## src/rtl/pipe_pkg.sv

```systemverilog
// Shared pipeline types for the EX->MEM stage.
// Holds the EX/MEM control bundle and its bubble value.
package pipe_pkg;

  typedef struct packed {
    logic mem_to_reg;
    logic mem_read;
    logic mem_write;
    logic reg_write;
  } ex_mem_ctrl_t;

  localparam ex_mem_ctrl_t EX_MEM_CTRL_NOP = '0;

endpackage

```

## src/rtl/pipe_skid_buf.sv

```systemverilog
// Generic 2-entry valid/ready skid buffer, state on falling edge.
// Ports: clk, rst, flush, in_valid/in_ready/in_data,
//        out_valid/out_ready/out_data, skid_valid.
module pipe_skid_buf #(
  parameter type T = logic [31:0],
  // bits kept on flush; cleared bits are forced to 0
  parameter T KEEP_MASK = '1
) (
  input  logic clk,
  input  logic rst,
  input  logic flush,
  input  logic in_valid,
  output logic in_ready,
  input  T     in_data,
  output logic out_valid,
  input  logic out_ready,
  output T     out_data,
  output logic skid_valid
);

  logic slot_v;
  logic skid_v;
  T     slot_q;
  T     skid_q;
  logic acc;
  logic drn;

  // ready comes straight from a flop: no comb path from out_ready
  assign in_ready   = !skid_v;
  assign acc        = in_valid & in_ready;
  assign drn        = slot_v & out_ready;
  assign out_valid  = slot_v;
  assign out_data   = slot_q;
  assign skid_valid = skid_v;

  always_ff @(negedge clk or posedge rst) begin
    if (rst) begin
      slot_v <= 1'b0;
      skid_v <= 1'b0;
      slot_q <= '0;
      skid_q <= '0;
    end else if (flush) begin
      slot_v <= 1'b0;
      skid_v <= 1'b0;
      slot_q <= T'(slot_q & KEEP_MASK);
      skid_q <= T'(skid_q & KEEP_MASK);
    end else if (!slot_v || drn) begin
      if (skid_v) begin
        slot_q <= skid_q;
        slot_v <= 1'b1;
        skid_v <= 1'b0;
      end else if (acc) begin
        slot_q <= in_data;
        slot_v <= 1'b1;
      end else begin
        slot_v <= 1'b0;
      end
    end else if (acc) begin
      skid_q <= in_data;
      skid_v <= 1'b1;
    end
  end

  a_skid_implies_slot :
    assert property (@(negedge clk) disable iff (rst)
      skid_v |-> slot_v);

endmodule

```

## src/rtl/ex_mem_stage_hs.sv

```systemverilog
// EX->MEM pipeline stage with valid/ready skid, flush, ctrl masking.
// Optional forwarding tap under macro EX_MEM_FWD_EN.
module ex_mem_stage_hs
  import pipe_pkg::*;
#(
  parameter int DATA_W     = 32,
  parameter int REG_ADDR_W = 4
) (
  input  logic                  clk,
  input  logic                  rst,
  input  logic                  flush,
  input  logic                  in_valid,
  output logic                  in_ready,
  input  ex_mem_ctrl_t          in_ctrl,
  input  logic [DATA_W-1:0]     in_alu,
  input  logic [DATA_W-1:0]     in_rd3,
  input  logic [REG_ADDR_W-1:0] in_rr3,
  output logic                  out_valid,
  input  logic                  out_ready,
  output ex_mem_ctrl_t          out_ctrl,
  output logic [DATA_W-1:0]     out_alu,
  output logic [DATA_W-1:0]     out_rd3,
  output logic [REG_ADDR_W-1:0] out_rr3,
`ifdef EX_MEM_FWD_EN
  input  logic [REG_ADDR_W-1:0] fwd_rs_a,
  input  logic [REG_ADDR_W-1:0] fwd_rs_b,
  output logic                  fwd_hit_a,
  output logic                  fwd_hit_b,
  output logic [DATA_W-1:0]     fwd_data,
`endif
  output logic [1:0]            occupancy
);

  typedef struct packed {
    ex_mem_ctrl_t          ctrl;
    logic [DATA_W-1:0]     alu;
    logic [DATA_W-1:0]     rd3;
    logic [REG_ADDR_W-1:0] rr3;
  } slot_t;

  // flush clears ctrl, data fields hold
  localparam slot_t KEEP = '{
    ctrl: '0, alu: '1, rd3: '1, rr3: '1
  };

  slot_t in_d;
  slot_t out_d;
  logic  skid_valid;

  assign in_d = '{
    ctrl: in_ctrl, alu: in_alu,
    rd3: in_rd3, rr3: in_rr3
  };

  pipe_skid_buf #(
    .T         (slot_t),
    .KEEP_MASK (KEEP)
  ) u_skid (
    .clk        (clk),
    .rst        (rst),
    .flush      (flush),
    .in_valid   (in_valid),
    .in_ready   (in_ready),
    .in_data    (in_d),
    .out_valid  (out_valid),
    .out_ready  (out_ready),
    .out_data   (out_d),
    .skid_valid (skid_valid)
  );

  assign out_ctrl  = out_valid ? out_d.ctrl : EX_MEM_CTRL_NOP;
  assign out_alu   = out_d.alu;
  assign out_rd3   = out_d.rd3;
  assign out_rr3   = out_d.rr3;
  assign occupancy = {1'b0, out_valid} + {1'b0, skid_valid};

`ifdef EX_MEM_FWD_EN
  logic fwd_ok;

  // loads are not forwardable from here; x0 never hits
  assign fwd_ok = out_valid & out_d.ctrl.reg_write
                & !out_d.ctrl.mem_read
                & (out_d.rr3 != '0);
  assign fwd_hit_a = fwd_ok & (out_d.rr3 == fwd_rs_a);
  assign fwd_hit_b = fwd_ok & (out_d.rr3 == fwd_rs_b);
  assign fwd_data  = out_d.alu;
`endif

endmodule

```

## config.mk

```make
export PLATFORM = sky130hd
export DESIGN_NAME = ex_mem_stage_hs
export DESIGN_NICKNAME = d
export VERILOG_FILES = /design/src/rtl/pipe_pkg.sv /design/src/rtl/pipe_skid_buf.sv /design/src/rtl/ex_mem_stage_hs.sv
export SDC_FILE = /design/constraint.sdc
export NUM_CORES = 1
export LEC_CHECK = 0
export CAP_MARGIN = 40
export CELL_PAD_IN_SITES_DETAIL_PLACEMENT = 0
export CELL_PAD_IN_SITES_GLOBAL_PLACEMENT = 1
export CORE_UTILIZATION = 45
export CTS_CLUSTER_DIAMETER = 60
export DETAILED_ROUTE_END_ITERATION = 10
export PLACE_DENSITY = 0.84
export SLEW_MARGIN = 20
export SYNTH_ARGS = -nofsm -noshare
export SYNTH_HDL_FRONTEND = slang
export SYNTH_SLANG_ARGS = --single-unit
```

## constraint.sdc

```tcl
create_clock -name clk -period 15.7 [get_ports clk]
set_input_delay 4.71 -clock clk [delete_from_list [all_inputs] [get_ports clk]]
set_output_delay 4.71 -clock clk [all_outputs]
set_load 0.005 [all_outputs]
```

Yosys cells after proc, flatten, opt, wreduce, memory -nomap -nowiden
Index checks and enable logic that the tools add are counted.

word-level totals
  register bits = 146
  logic and storage cells = 49
  bits of input ports = 77

operators by class
  $add $sub $neg = 1
  multiplexer cells = 15
  reduce and logical (&&, ||, !) cells = 12
  eq/ne operators = 1
  bitwise operators = 4

operators by type and width
  operator                                count
  72-bit 2-to-1 mux                       7
  1-bit 2-to-1 mux                        7
  3-bit AND reduction                     2
  2-bit nonzero test                      3
  3-bit nonzero test                      2
  4-bit 2-to-1 mux                        1
  2-bit AND reduction                     2
  1-bit by 1-bit adder with 2-bit output  1
  1-bit AND                               2
  1-bit logical NOT                       2
  2-bit != test (second input constant)   1
  1-bit NOT                               2
  1-bit logical OR                        1

Logic depth before layout (Yosys ltp)
Gate-level depths: netlist (run 1).

  depth in word-level cells = 6
  gate-level depth with buffers = 5
  mapped depth without buffers = 3

Modules after synthesis
Synthesis (run 1) repeated with hierarchy kept, for this count alone.

second synthesis, totals
  cell total of the unflattened synthesis = 401
  area total of the unflattened synthesis = 6,309.8 sq um

by module, submodules not included
  module           cells each  times used  area each (sq um)
  pipe_skid_buf    396         1           6,272.3
  ex_mem_stage_hs  5           1           37.5

==> flow_summary.toml, run 1 <==
[power_and_ir_drop]
power.density_mw_per_mm2 = 136
leakage_nw = 3.73
design_power_total_mw = 1.20
vdd_drop_max_uv = 78.3

[clocking]
post-cts-setup-buffer-count = 0
cts.path.max_buffers = 2
clk_latency_ns = 0.39
root_buffer = "clkbuf_16"
ctsHoldBuffers = 0
numCtsBuffers = 17
clock-sinks = 146
cts_resized = 0
cts_tree = "done"
cts.htree.levels = 4
clk_pin_slew_ns = 0.04

[finish]
syn2layout_area_growth_pct = 27.0
diodes = 0
drive_above_1_share_pct = 43.4
fillers = 1124
fin_nets = 637
stdcell_area_mm2 = 0.00879

[routing]
vias = 3805
via_per_inst = 5.04
wl_per_cell_um = 17.5
ant_nets = 0
wl_um = 13200
drc = 0
drt_iter0_drc = 108
firstDrtPassIters = 4

[setup_path]
cp.arrival_ns = 9.81
slowest_delay_ns = 0.44
cp_top_family = "buffers and inverters"
path_cells = "buf_4 > ha_1 > clkdlybuf4s50_1"
crit_fanout = 35
endpoint_kind = "output port"
critPathKind = "reg -> out"
crit_required_ns = 10.99
r2r_slack_ns = 12.82
worstReg2RegEnd = "u_skid.out_data[22]$_DFFE_NP0P_"
cp_num_buf_inv = 2
start_kind = "flop"
r2r-start = "u_skid.skid_valid$_DFFE_NP0P_"
r2r_cells = 6
crit_slowest_cell = "clkdlybuf4s50_1"

[synth]
avgSynthCellArea_um2 = 14.7
ys.flop_type = "dfrtn_1"
yosysTopAreaCellShare_pct = 52.8
synth_nets = 548
yosysWarnings = 0
yosys.cell_count.top_type = "mux2_2"
synth_area_leader_cell = "dfrtn_1"
ys_seq_area_share_pct = 52.8
yosys-top-cells-area = "dfrtn_1 (53%), mux2_2 (30%), buf_4 (7.4%), mux2_4 (4.3%), buf_6 (0.81%)"
ys_async_sr_fraction_pct = 100
synthDistinctLibCells = 24
syn_inst = 470
synth_area_mm2 = 0.00692
yosys-top-cells-count = "mux2_2 (184), dfrtn_1 (146), buf_4 (68)"
synth_edf_count = 0
synth-seq-cells = 146

[placed_design]
post-dp-hpwl_um = 8540
routabilityCongestion = 0.689
placed_cell_area_mm2 = 0.00811
numPortBuffers = 152

[global_routing]
grt_pass1_vias = 4234
grtUsageTotal_pct = 18.0
grt_max_degree = 147
overflow = 0
antenna_found_initial = 0
grt_pass1_wl_um = 22300

[status]
status = "completed"

[timing]
slew_headroom_pct = 44.2
tightestPinTransition_ns = 0.837
tns_ns = 0
hold_ws_ns = 0.427
setup-violations-final = 0
finalHoldViolations = 0
finClkSkew_ns = 0.00868
rsz0062_at_grt = "no"
slew_viol_final = 0

[floorplanning]
die_w_um = 126
dieArea_mm2 = 0.0159
pin_count = 153
initial_utilization_pct = 46.9
rows = 44
fp.dieH_um = 126
fp.coreArea_mm2 = 0.0148

[hold_path]
worstHoldEndpoint = "u_skid.out_data[68]$_DFFE_NP0P_"
hold_start = "u_skid.out_data[68]$_DFFE_NP0P_"
worstHoldPathCells = 1
min_path_type = "reg -> reg"

[job]
cap_violations = 0
==> final cells by class <==
cell class | count | area, um2 | share of cell area, %
Clock buffer | 20 | 457 | 5.19
Tap cell | 184 | 230 | 2.62
Timing Repair Buffer | 160 | 1610 | 18.3
Inverter | 2 | 11.3 | 0.128
Sequential cell | 146 | 3650 | 41.6
Clock inverter | 11 | 208 | 2.36
Multi-Input combinational cell | 232 | 2630 | 29.9
==> cell usage in the layout, fill, tap and decap left out, drive strengths merged, types with 2 or more instances in the layout <==
master / count
clkinvlp: 2
and2: 4
bufinv: 6
clkinv: 4
a22o: 4
o2bb2ai: 4
dfrtn: 146
buf: 8
nor2: 2
mux2i: 4
clkdlybuf4s50: 152
clkbuf: 20
mux2: 204
==> routing by layer <==
metal / share of wire [%] / track usage (%) / vias up
met1: 46 / 23.9 / 1912
met5: 0 / 0 / -
met3: 7.0 / 5.99 / 13
li1: - / - / 1759
met2: 46 / 27.3 / 121
met4: 1.3 / 6.80 / 0
==> cell families (layout without fill, tap and decap cells) <==
kind of cell | after synthesis | count (layout) | synth area share (%)
adders and majority gates | 1 | 1 | 0.181
AOI/OAI and AO/OA | 10 | 10 | 1.25
and+or+nand+nor | 13 | 13 | 1.57
DFF | 146 | 146 | 52.8
muxes | 208 | 208 | 34.9
buffers and inverters | 92 | 193 | 9.35
==> where the power goes <==
| group | internal [mW] | switching, mW | total [mW] |
|---|---|---|---|
| clock network | 0.304 | 0.151 | 0.455 |
| registers | 0.471 | 0.0450 | 0.516 |
| logic | 0.161 | 0.0664 | 0.227 |
| total | 0.936 | 0.262 | 1.20 |
==> flip-flops by register name, summed over array words and instances (netlist names) <==
signal,cells
u_skid.out_data,72
u_skid.out_valid,1
u_skid.skid_q,72
u_skid.skid_valid,1
==> through the flow <==
step / setup WS [ns] / cells / utilization [%]
3_5_place_dp: 0.554 / 723 / 55.0
4_1_cts: 0.977 / 754 / 59.5
6_report: 1.18 / 755 / 59.6
5_1_grt: 1.11 / 755 / 59.6
2_1_floorplan: 1.42 / 470 / -
3_3_place_gp: 0.621 / 723 / 55.0
==> how the worst max path moves through the flow <==
stage | startpoint | to | slack, ns | cells after the start
after floorplan | rst | u_skid.out_data[0]$_DFFE_NP0P_ | 1.42 | 1
after global placement | flush | u_skid.skid_q[40]$_DFFE_NP0P_ | 0.62 | 5
after detailed placement | flush | u_skid.skid_q[40]$_DFFE_NP0P_ | 0.55 | 5
after CTS | flush | u_skid.skid_q[40]$_DFFE_NP0P_ | 0.98 | 5
after global routing | u_skid.skid_valid$_DFFE_NP0P_ | in_ready | 1.11 | 3
final | u_skid.skid_valid$_DFFE_NP0P_ | occupancy[0] | 1.18 | 3
Power figures use the tool's default switching activity.
==> inputs of run 2 (changes only) <==
CORE_UTILIZATION = 44   (was 45)
GPL_ROUTABILITY_DRIVEN = 0   (was unset)
SYNTH_HIERARCHICAL = 1   (was unset)
==> run 2 against run 1 <==
Clock power rose by 3%. Flip-flop and latch count did not move. Total power fell by 1.5%. Sequential power fell by 2%. Clock skew fell by 0.0032 ns. Worst hold slack improved by 0.023 ns. Area after synthesis fell by 8.8%. Synthesized cell count fell by 15%. Largest cell class unchanged. Largest power group unchanged. Highest routed layer unchanged.
==> flow_summary.toml, run 2 <==
[timing]
tightestPinTransition_ns = 0.695
finalHoldViolations = 0
tns_ns = 0
rsz0062_at_grt = "no"
slew_viol_final = 0
finClkSkew_ns = 0.00552
setup-violations-final = 0
slew_headroom_pct = 53.7

[synth]
yosys-top-cells-area = "dfrtn_1 (58%), mux2_2 (37%), buf_2 (1.2%), a22o_1 (1.1%), buf_4 (0.83%)"
synth_area_mm2 = 0.00631
ys_async_sr_fraction_pct = 100
yosys-top-cells-count = "mux2_2 (205), dfrtn_1 (146), buf_2 (15)"
ys_seq_area_share_pct = 57.9
avgSynthCellArea_um2 = 15.7
yosysWarnings = 6
synth_edf_count = 0
synth_area_leader_cell = "dfrtn_1"
synth_nets = 479
syn_inst = 401
synth-seq-cells = 146
yosysTopAreaCellShare_pct = 57.9
yosys.cell_count.top_type = "mux2_2"
ys.flop_type = "dfrtn_1"
synthDistinctLibCells = 19

[clocking]
root_buffer = "clkbuf_16"
numCtsBuffers = 17
cts_tree = "done"
post-cts-setup-buffer-count = 0
clock-sinks = 146
cts_resized = 0
ctsHoldBuffers = 0
cts.htree.levels = 4
clk_pin_slew_ns = 0.04
cts.path.max_buffers = 2
clk_latency_ns = 0.39

[finish]
fin_nets = 635
stdcell_area_mm2 = 0.00874
fillers = 1057
diodes = 0
final_cell_mix = "mux2_2 (205), clkdlybuf4s50_1 (152), dfrtn_1 (146)"
ff_latch_area_mm2 = 0.00365
syn2layout_area_growth_pct = 38.4
multi_input_area_mm2 = 0.00252
final_common_cell = "mux2_2"
drive_above_1_share_pct = 43.7

[hold_path]
worstHoldEndpoint = "u_skid/skid_q[35]$_DFFE_NP0P_"
worstHoldPathCells = 1
min_path_type = "reg -> reg"
hold_start = "u_skid/skid_q[35]$_DFFE_NP0P_"

[floorplanning]
rows = 43
initial_utilization_pct = 45.3
pin_count = 153
dieArea_mm2 = 0.0148
fp.dieH_um = 122
die_w_um = 122
fp.coreArea_mm2 = 0.0139

[routing]
ant_nets = 0
drc = 0
firstDrtPassIters = 4
wl_per_cell_um = 17.3
via_per_inst = 5.09
wl_um = 13000
drt_iter0_drc = 165
vias = 3814

[job]
cap_violations = 0

[global_routing]
grt_pass1_vias = 4223
grt_pass1_wl_um = 21100
antenna_found_initial = 0
grt_max_degree = 73
grtUsageTotal_pct = 18.8
overflow = 0

[setup_path]
cp.arrival_ns = 9.77
r2r_cells = 5
start_kind = "flop"
r2r-start = "u_skid/skid_valid$_DFFE_NP0P_"
crit_fanout = 40
critPathKind = "reg -> out"
worstReg2RegEnd = "u_skid/out_data[4]$_DFFE_NP0P_"
r2r_slack_ns = 13.19
endpoint_kind = "output port"
crit_required_ns = 10.99

[power_and_ir_drop]
power.density_mw_per_mm2 = 135
vdd_drop_max_uv = 70.4
leakage_nw = 3.61

[placed_design]
post-dp-hpwl_um = 8350
placed_cell_area_mm2 = 0.00805
numPortBuffers = 152

[status]
status = "completed"
## run 2: final cells by class
cell class	instances	area share [%]
multi-input combinational	230	28.9
timing repair buffer	160	18.7
tap	180	2.58
sequential	146	41.8
clock buffer	20	5.34
clock inverter	12	2.56
inverter	2	0.129
## run 2: worst max path at each step
| stage | from | endpoint | slack (ns) | depth (start not counted) |
|---|---|---|---|---|
| floorplan | rst | u_skid/out_data[0]$_DFFE_NP0P_ | 1.42 | 1 |
| global route | u_skid/skid_valid$_DFFE_NP0P_ | in_ready | 1.11 | 3 |
| finish | u_skid/skid_valid$_DFFE_NP0P_ | in_ready | 1.22 | 3 |
| CTS | u_skid/skid_valid$_DFFE_NP0P_ | in_ready | 1.19 | 3 |
| global placement | flush | u_skid/out_data[8]$_DFFE_NP0P_ | 1.17 | 4 |
| detailed placement | flush | u_skid/out_data[11]$_DFFE_NP0P_ | 1.13 | 4 |
## run 2: where the power goes
part	leakage (nW)	internal, mW	switching, mW	total (mW)
sequential	1.77	0.464	0.0408	0.504
combinational	1.50	0.146	0.0617	0.208
clock	0.337	0.312	0.157	0.468
## run 2: cell families after synthesis
logic type	share of synthesized area, %
compound gates	1.45
fa+ha+maj	0.198
buf+inv	2.20
flops	57.9
mux	37.1
simple gates	1.13
## run 2: metrics by stage
stage          power, mW  setup slack, ns  util [%]  std cells  hold slack, ns
2_1_floorplan      0.601             1.42         -        401           0.421
3_3_place_gp       0.708             1.17      57.6        717           0.430
3_5_place_dp       0.719             1.13      57.7        718           0.444
4_1_cts             1.19             1.19      62.7        750           0.448
5_1_grt             1.23             1.11      62.7        750           0.460
6_report            1.18             1.22      62.7        750           0.450
## run 2: per-layer routing
| layer | GRT usage [%] | share of wire (%) |
|---|---|---|
| met5 | 0 | 0 |
| met2 | 29.1 | 47 |
| met4 | 8.02 | 1.6 |
| met3 | 6.23 | 7.0 |
| met1 | 24.0 | 45 |
## run 2: critical path, cell delays in order (launching register included)
cell and delay, ns:
dfrtn_1 0.43, buf_4 0.49, inv_1 0.14, clkdlybuf4s50_1 0.47
